--- config.mk ---
export PLATFORM = sky130hd
export DESIGN_NAME = image_slot_scheduler_flat
export DESIGN_NICKNAME = d
export VERILOG_FILES = /design/src/rtl/image_slot_scheduler_if.sv /design/src/rtl/image_slot_scheduler.sv /design/src/flat_wrapper.sv
export SDC_FILE = /design/constraint.sdc
export NUM_CORES = 1
export LEC_CHECK = 0
export ABC_CLOCK_PERIOD_IN_PS = 4400
export CAP_MARGIN = 5
export CORE_MARGIN = 2
export CORE_UTILIZATION = 37
export DETAILED_ROUTE_END_ITERATION = 6
export GPL_TIMING_DRIVEN = 0
export PLACE_DENSITY = 0.86
export SLEW_MARGIN = 20
export SYNTH_ARGS = -nofsm -noshare
export SYNTH_HDL_FRONTEND = slang
export SYNTH_SLANG_ARGS = --single-unit
--- constraint.sdc ---
create_clock -name clk -period 4.4 [get_ports clk]
set_clock_uncertainty 0.1 [all_clocks]
set_input_delay 0.88 -clock clk [delete_from_list [all_inputs] [get_ports clk]]
set_output_delay 0.88 -clock clk [all_outputs]
set_load 0.01 [all_outputs]
--- src/rtl/image_slot_scheduler_if.sv ---
// Bundle between the pixel source / crop engine side (master) and the slot scheduler (slave).
interface image_slot_scheduler_if;
    logic [7:0]  in_pixel;
    logic        in_valid;
    logic        in_ready;
    logic [31:0] bram_wr_addr;
    logic [31:0] bram_wr_data;
    logic        bram_wr_en;
    logic        crop_start;
    logic        crop_image_done;
    logic        crop_interrupt;
    logic        out_ready;
    logic [1:0]  slot_full;
    logic        err_done_unexpected;
    logic [15:0] img_in_count;
    logic [15:0] img_out_count;

    modport master (
        output in_pixel, in_valid, crop_image_done, out_ready,
        input  in_ready, bram_wr_addr, bram_wr_data, bram_wr_en, crop_start,
               crop_interrupt, slot_full, err_done_unexpected, img_in_count, img_out_count
    );

    modport slave (
        input  in_pixel, in_valid, crop_image_done, out_ready,
        output in_ready, bram_wr_addr, bram_wr_data, bram_wr_en, crop_start,
               crop_interrupt, slot_full, err_done_unexpected, img_in_count, img_out_count
    );
endinterface

--- src/rtl/image_slot_scheduler.sv ---
// Ping-pong BRAM slot writer with an in-order crop-engine launcher.
// Define SCHED_STATS_EN to build the image in/out statistics counters.
module image_slot_scheduler #(
    parameter int          NUM_PIXELS = 784,
    parameter logic [31:0] BASE_ADDR1 = 32'hB000_0000,
    parameter logic [31:0] BASE_ADDR2 = 32'hB000_1000
) (
    input logic                   clk,
    input logic                   reset_n,
    image_slot_scheduler_if.slave bus
);
    typedef enum logic [1:0] {R_IDLE, R_START, R_BUSY} rd_state_t;

    rd_state_t   state;
    logic        wr_slot;
    logic        rd_slot;
    logic [9:0]  wr_cnt;
    logic [1:0]  slot_full;
    logic        crop_start_q;
    logic        err_q;
    logic        in_ready_c;
    logic        wr_fire;
    logic        wr_last;
    logic        done_ok;
    logic [1:0]  set_mask;
    logic [1:0]  clr_mask;
    logic [31:0] wr_base;

    assign in_ready_c = !slot_full[wr_slot];
    assign wr_fire    = bus.in_valid && in_ready_c;
    assign wr_last    = (wr_cnt == 10'(NUM_PIXELS - 1));
    assign wr_base    = wr_slot ? BASE_ADDR2 : BASE_ADDR1;
    assign done_ok    = (state == R_BUSY) && bus.crop_image_done;

    // A slot set by the writer and the other slot cleared by the reader can coincide.
    assign set_mask = (wr_fire && wr_last) ? (wr_slot ? 2'b10 : 2'b01) : 2'b00;
    assign clr_mask = done_ok ? (rd_slot ? 2'b10 : 2'b01) : 2'b00;

    assign bus.in_ready            = in_ready_c;
    assign bus.bram_wr_en          = wr_fire;
    assign bus.bram_wr_addr        = wr_fire ? (wr_base + {20'd0, wr_cnt, 2'b00}) : 32'd0;
    assign bus.bram_wr_data        = wr_fire ? {24'd0, bus.in_pixel} : 32'd0;
    assign bus.crop_start          = crop_start_q;
    assign bus.crop_interrupt      = (state == R_BUSY) && !bus.out_ready;
    assign bus.slot_full           = slot_full;
    assign bus.err_done_unexpected = err_q;

    always_ff @(posedge clk or negedge reset_n) begin
        if (!reset_n) begin
            wr_slot <= 1'b0;
            wr_cnt  <= 10'd0;
        end else if (wr_fire) begin
            if (wr_last) begin
                wr_cnt  <= 10'd0;
                wr_slot <= !wr_slot;
            end else begin
                wr_cnt <= wr_cnt + 10'd1;
            end
        end
    end

    always_ff @(posedge clk or negedge reset_n) begin
        if (!reset_n) slot_full <= 2'b00;
        else          slot_full <= (slot_full | set_mask) & ~clr_mask;
    end

    // Reader follows the engine's own slot alternation, so rd_slot never skips.
    always_ff @(posedge clk or negedge reset_n) begin
        if (!reset_n) begin
            state        <= R_IDLE;
            rd_slot      <= 1'b0;
            crop_start_q <= 1'b0;
            err_q        <= 1'b0;
        end else begin
            crop_start_q <= 1'b0;
            if (bus.crop_image_done && (state != R_BUSY)) err_q <= 1'b1;
            case (state)
                R_IDLE: begin
                    if (slot_full[rd_slot]) begin
                        state        <= R_START;
                        crop_start_q <= 1'b1;
                    end
                end
                R_START: state <= R_BUSY;
                R_BUSY: begin
                    if (bus.crop_image_done) begin
                        rd_slot <= !rd_slot;
                        state   <= R_IDLE;
                    end
                end
                default: state <= R_IDLE;
            endcase
        end
    end

`ifdef SCHED_STATS_EN
    logic [15:0] in_cnt;
    logic [15:0] out_cnt;

    always_ff @(posedge clk or negedge reset_n) begin
        if (!reset_n) begin
            in_cnt  <= 16'd0;
            out_cnt <= 16'd0;
        end else begin
            if (set_mask != 2'b00) in_cnt  <= in_cnt + 16'd1;
            if (done_ok)           out_cnt <= out_cnt + 16'd1;
        end
    end

    assign bus.img_in_count  = in_cnt;
    assign bus.img_out_count = out_cnt;
`else
    assign bus.img_in_count  = 16'd0;
    assign bus.img_out_count = 16'd0;
`endif
endmodule

--- src/flat_wrapper.sv ---
// flat-port wrapper written by rule: the top's interface ports become plain ports
module image_slot_scheduler_flat 
#(
    parameter int          NUM_PIXELS = 784,
    parameter logic [31:0] BASE_ADDR1 = 32'hB000_0000,
    parameter logic [31:0] BASE_ADDR2 = 32'hB000_1000
)
  (clk, reset_n, bus_in_pixel, bus_in_valid, bus_crop_image_done, bus_out_ready, bus_in_ready, bus_bram_wr_addr, bus_bram_wr_data, bus_bram_wr_en, bus_crop_start, bus_crop_interrupt, bus_slot_full, bus_err_done_unexpected, bus_img_in_count, bus_img_out_count);
  image_slot_scheduler_if bus_i ();
  input logic clk;
  input logic reset_n;
  input wire logic [$bits(bus_i.in_pixel)-1:0] bus_in_pixel;
  input wire logic [$bits(bus_i.in_valid)-1:0] bus_in_valid;
  input wire logic [$bits(bus_i.crop_image_done)-1:0] bus_crop_image_done;
  input wire logic [$bits(bus_i.out_ready)-1:0] bus_out_ready;
  output wire logic [$bits(bus_i.in_ready)-1:0] bus_in_ready;
  output wire logic [$bits(bus_i.bram_wr_addr)-1:0] bus_bram_wr_addr;
  output wire logic [$bits(bus_i.bram_wr_data)-1:0] bus_bram_wr_data;
  output wire logic [$bits(bus_i.bram_wr_en)-1:0] bus_bram_wr_en;
  output wire logic [$bits(bus_i.crop_start)-1:0] bus_crop_start;
  output wire logic [$bits(bus_i.crop_interrupt)-1:0] bus_crop_interrupt;
  output wire logic [$bits(bus_i.slot_full)-1:0] bus_slot_full;
  output wire logic [$bits(bus_i.err_done_unexpected)-1:0] bus_err_done_unexpected;
  output wire logic [$bits(bus_i.img_in_count)-1:0] bus_img_in_count;
  output wire logic [$bits(bus_i.img_out_count)-1:0] bus_img_out_count;
  assign bus_i.in_pixel = bus_in_pixel;
  assign bus_i.in_valid = bus_in_valid;
  assign bus_i.crop_image_done = bus_crop_image_done;
  assign bus_i.out_ready = bus_out_ready;
  assign bus_in_ready = bus_i.in_ready;
  assign bus_bram_wr_addr = bus_i.bram_wr_addr;
  assign bus_bram_wr_data = bus_i.bram_wr_data;
  assign bus_bram_wr_en = bus_i.bram_wr_en;
  assign bus_crop_start = bus_i.crop_start;
  assign bus_crop_interrupt = bus_i.crop_interrupt;
  assign bus_slot_full = bus_i.slot_full;
  assign bus_err_done_unexpected = bus_i.err_done_unexpected;
  assign bus_img_in_count = bus_i.img_in_count;
  assign bus_img_out_count = bus_i.img_out_count;
  image_slot_scheduler #(.NUM_PIXELS(NUM_PIXELS), .BASE_ADDR1(BASE_ADDR1), .BASE_ADDR2(BASE_ADDR2)) u_core (.clk(clk), .reset_n(reset_n), .bus(bus_i));
endmodule
==> results.py <==
metrics = {
    "run_status": {
        "outcome": "completed",
    },
    "synth": {
        "synth_top_cell_area_share_pct": 36.9,
        "synth_simple_gate_area_share_pct": 20.6,
        "synthArstFlopShare_pct": 100,
        "synth_xor_xnor_area_share_pct": 4.41,
        "ys_seq_elements": 18,
        "synth_compound_gate_area_share_pct": 4.26,
        "ys.warnings.count": 0,
        "count_of_mapped_cells_out_of_synthesis": 179,
        "synthAdderAreaFrac_pct": 0.788,
        "synth_edf_count": 0,
        "post_synth_top_area_cell": "buf_4",
        "syn-cell-area_um2": 1590,
        "ys_seq_area_share_pct": 28.4,
        "synthesis.area_per_instance_um2": 8.87,
        "netlist-cell-type-count": 35,
        "synth-main-ff-cell": "dfrtp_1",
        "synth_top_family_by_area": "buffers and inverters",
        "synth_area_leaders": "buf_4 37%, dfrtp_1 28%, and3_1 7.1%",
        "yosys-mux-area-fraction_pct": 2.21,
    },
    "sta": {
        "timing.final.crit_period_ns": 3.70,
        "rsz0062_at_grt": "false",
        "setup_viol_count_final": 0,
        "hold_viol": 0,
        "final.period_utilization_pct": 84.0,
        "worst_hold_slack_ns": 0.365,
        "postLayoutSetupSlackWorst_ns": 0.703,
        "finalSetupTns_ns": 0,
        "max_slew.worst_pin.slew_ns": 0.779,
        "final-max-slew-violation-count": 0,
        "max_slew_margin_pct": 47.9,
        "fmaxAchievable_mhz": 271,
    },
    "hold_path": {
        "holdPathEnd": "u_core.bus.err_done_unexpected",
        "hold_path_startpoint": "u_core.bus.err_done_unexpected",
        "timing.hold.worst.class": "flip-flop to flip-flop",
        "worst_hold_path.num_cells": 1,
    },
    "floorplan": {
        "die_w_um": 69.5,
        "ios": 116,
        "core_area_um2": 4060,
        "chipHeight_um": 69.5,
        "rows": 23,
        "fp.dieArea_um2": 4830,
        "floorplan.initialDensity_pct": 39.1,
    },
    "critical_path": {
        "timing.reg2reg.worst_path_depth": 6,
        "critical-path-slowest-cell": "clkdlybuf4s50_1",
        "critPathCaptureType": "primary output",
        "worst_path_most_repeated_cell": "clkdlybuf4s50_1",
        "worstPathCellList": "clkdlybuf4s50_1, buf_2, clkbuf_1, and3_1, clkdlybuf4s50_1",
        "r2r_start": "u_core.wr_slot",
        "r2r_slack_ns": 2.70,
        "timing.setup.critical_path_class": "input port to primary output",
        "crit_path_max_fanout": 10,
        "worstPathArrival_ns": 2.72,
        "crit_path_start_kind": "input port",
        "slowest_delay_ns": 0.53,
        "reg2reg_to": "u_core.bus.slot_full[0]",
        "worst_ep_required_time_ns": 3.42,
    },
    "place": {
        "post_detail_place_hpwl_mm": 2.69,
        "io_buffer_count": 41,
        "placement.cell_area_um2": 2330,
        "dp_cells": 343,
        "place_worst_setup_slack_ns": 0.703,
        "gpl.final_weighted_congestion": 0.837,
    },
    "cts": {
        "numCtsBuffers": 3,
        "ctsResizeCount": 0,
        "cts_post_setup_buffers_inserted": 0,
        "clk_pin_slew_ns": 0.06,
        "root_buffer": "clkbuf_8",
        "clkLatencyLatePin_ns": 0.25,
        "cts_hold_repair.buffers": 0,
        "cts_tree": "done",
        "clockBufferDepth": 2,
        "htreeDepth": 1,
        "clock_sinks": 18,
    },
    "detailed_routing": {
        "num_vias": 1307,
        "detail_route.vias_per_cell": 3.77,
        "drtAntennaViolNets": 0,
        "drt-wirelength-per-cell_um": 9.12,
        "drt_drc_violations_left": 0,
        "finalWirelength_mm": 3.17,
        "drtIter0Drc": 29,
        "drtPass1Iterations": 4,
    },
    "finish": {
        "finalNetCount": 312,
        "final_core_util_pct": 58.9,
        "area_of_the_multi_input_gates_um2": 790,
        "final_cells": 347,
        "diodes": 0,
        "final_layout_size_suffix_gt1_share_pct": 30.6,
        "synthToLayoutAreaGrowth_pct": 50.5,
        "nFillCells": 375,
        "layout.cell_area.non_filler_um2": 2390,
        "sequential_cell_area_um2": 450,
    },
    "grt": {
        "grt_pass1_vias": 1172,
        "maximum_number_of_pins_on_one_net_before_global_route_repair": 19,
        "global_route.usage.total_pct": 13.0,
        "wire_length_of_the_first_global_routing_pass_mm": 5.31,
        "global_route_congestion_overflow_total": 0,
        "number_of_antenna_violations_at_the_first_check_in_global_routing": 0,
    },
    "pwr": {
        "power_density_nw_per_um2": 241,
        "vdd.ir_drop.worst_uv": 214,
        "design_power_total_uw": 576,
        "power_leakage_nw": 1.34,
    },
    "run": {
        "max_cap_violations": 0,
    },
}
## layer usage
layer | track usage, % | vias up | wire length [um]
li1 | - | 682 | -
met1 | 14.3 | 553 | 1220
met2 | 24.3 | 70 | 1570
met3 | 4.80 | 2 | 366
met4 | 1.96 | 0 | 8
met5 | 0 | - | 0
## worst max-delay path by stage
stage            startpoint              endpoint  slack [ns]  cells past startpoint
6_report       bus_in_valid   bus_bram_wr_addr[2]        0.70                      5
4_1_cts        bus_in_valid   bus_bram_wr_addr[5]        0.70                      5
2_1_floorplan  bus_in_valid  bus_bram_wr_addr[12]        1.94                      4
5_1_grt        bus_in_valid  bus_bram_wr_addr[12]        0.55                      6
3_5_place_dp   bus_in_valid   bus_bram_wr_addr[5]        0.70                      5
3_3_place_gp   bus_in_valid  bus_bram_wr_addr[12]        0.73                      6
## report_power, final
part	switching [mW]	internal, mW	total [mW]
clock network	0.0527	0.0794	0.132
registers	0.0413	0.190	0.231
logic	0.0911	0.122	0.213
total	0.185	0.391	0.576
## layout make-up
class,instances,share of cell area [%]
flip-flops and latches,18,18.8
repair buffers,41,17.2
multi-input cells,149,33.0
clock buffers,4,2.30
plain buffers,82,25.5
well taps,50,2.62
inverters,3,0.471
## Yosys cell counts (3+ instances only)
| library cell | n |
|---|---|
| and2_1 | 3 |
| nor3_1 | 5 |
| nor2_1 | 5 |
| buf_4 | 78 |
| dfrtp_1 | 18 |
| nand2_1 | 7 |
| and3_1 | 18 |
| nand4_1 | 5 |
| xnor2_1 | 6 |
## worst max-delay path, delay by kind of cell
| kind | cells | cell delay, ns |
|---|---|---|
| buffers and inverters | 4 | 1.61 |
| and+or+nand+nor | 1 | 0.23 |
## cells in the final DEF, fill, tap and decap left out
cell / n
clkdlybuf4s50_1: 41
and3_1: 18
buf_4: 78
o21ai_0: 1
nand2b_1: 2
mux2_4: 1
o31ai_1: 1
inv_1: 2
xnor2_1: 6
nor4_2: 2
a21o_1: 2
a21oi_1: 1
nor3_1: 5
nand3_4: 1
nand3_1: 2
o21ai_1: 1
nor3_2: 1
dfrtp_1: 18
nand2_1: 7
ha_1: 1
nand4_1: 5
inv_2: 1
buf_2: 2
a2bb2oi_1: 1
and4bb_1: 1
clkbuf_8: 4
and2_1: 3
nor2b_1: 1
clkbuf_1: 1
buf_6: 1
nor2_1: 5
xor2_1: 2
mux2i_1: 2
a31oi_1: 1
o22ai_1: 1
o22a_1: 1
conb_1: 74
## registers in the layout, indices dropped and copies added, names as in the netlist
name                            count
u_core.rd_slot                      1
u_core.bus.err_done_unexpected      1
u_core.bus.slot_full                2
u_core.wr_cnt                      10
u_core.state                        2
u_core.wr_slot                      1
u_core.bus.crop_start               1
## cells by family after synthesis
kind of cell,Yosys count
buffers and inverters,85
and+or+nand+nor,53
DFF,18
AOI/OAI and AO/OA,10
xor gates and xnor gates,8
muxes,3
adders and majority gates,1
other,1
No activity file was read; power rests on OpenSTA's default activity.
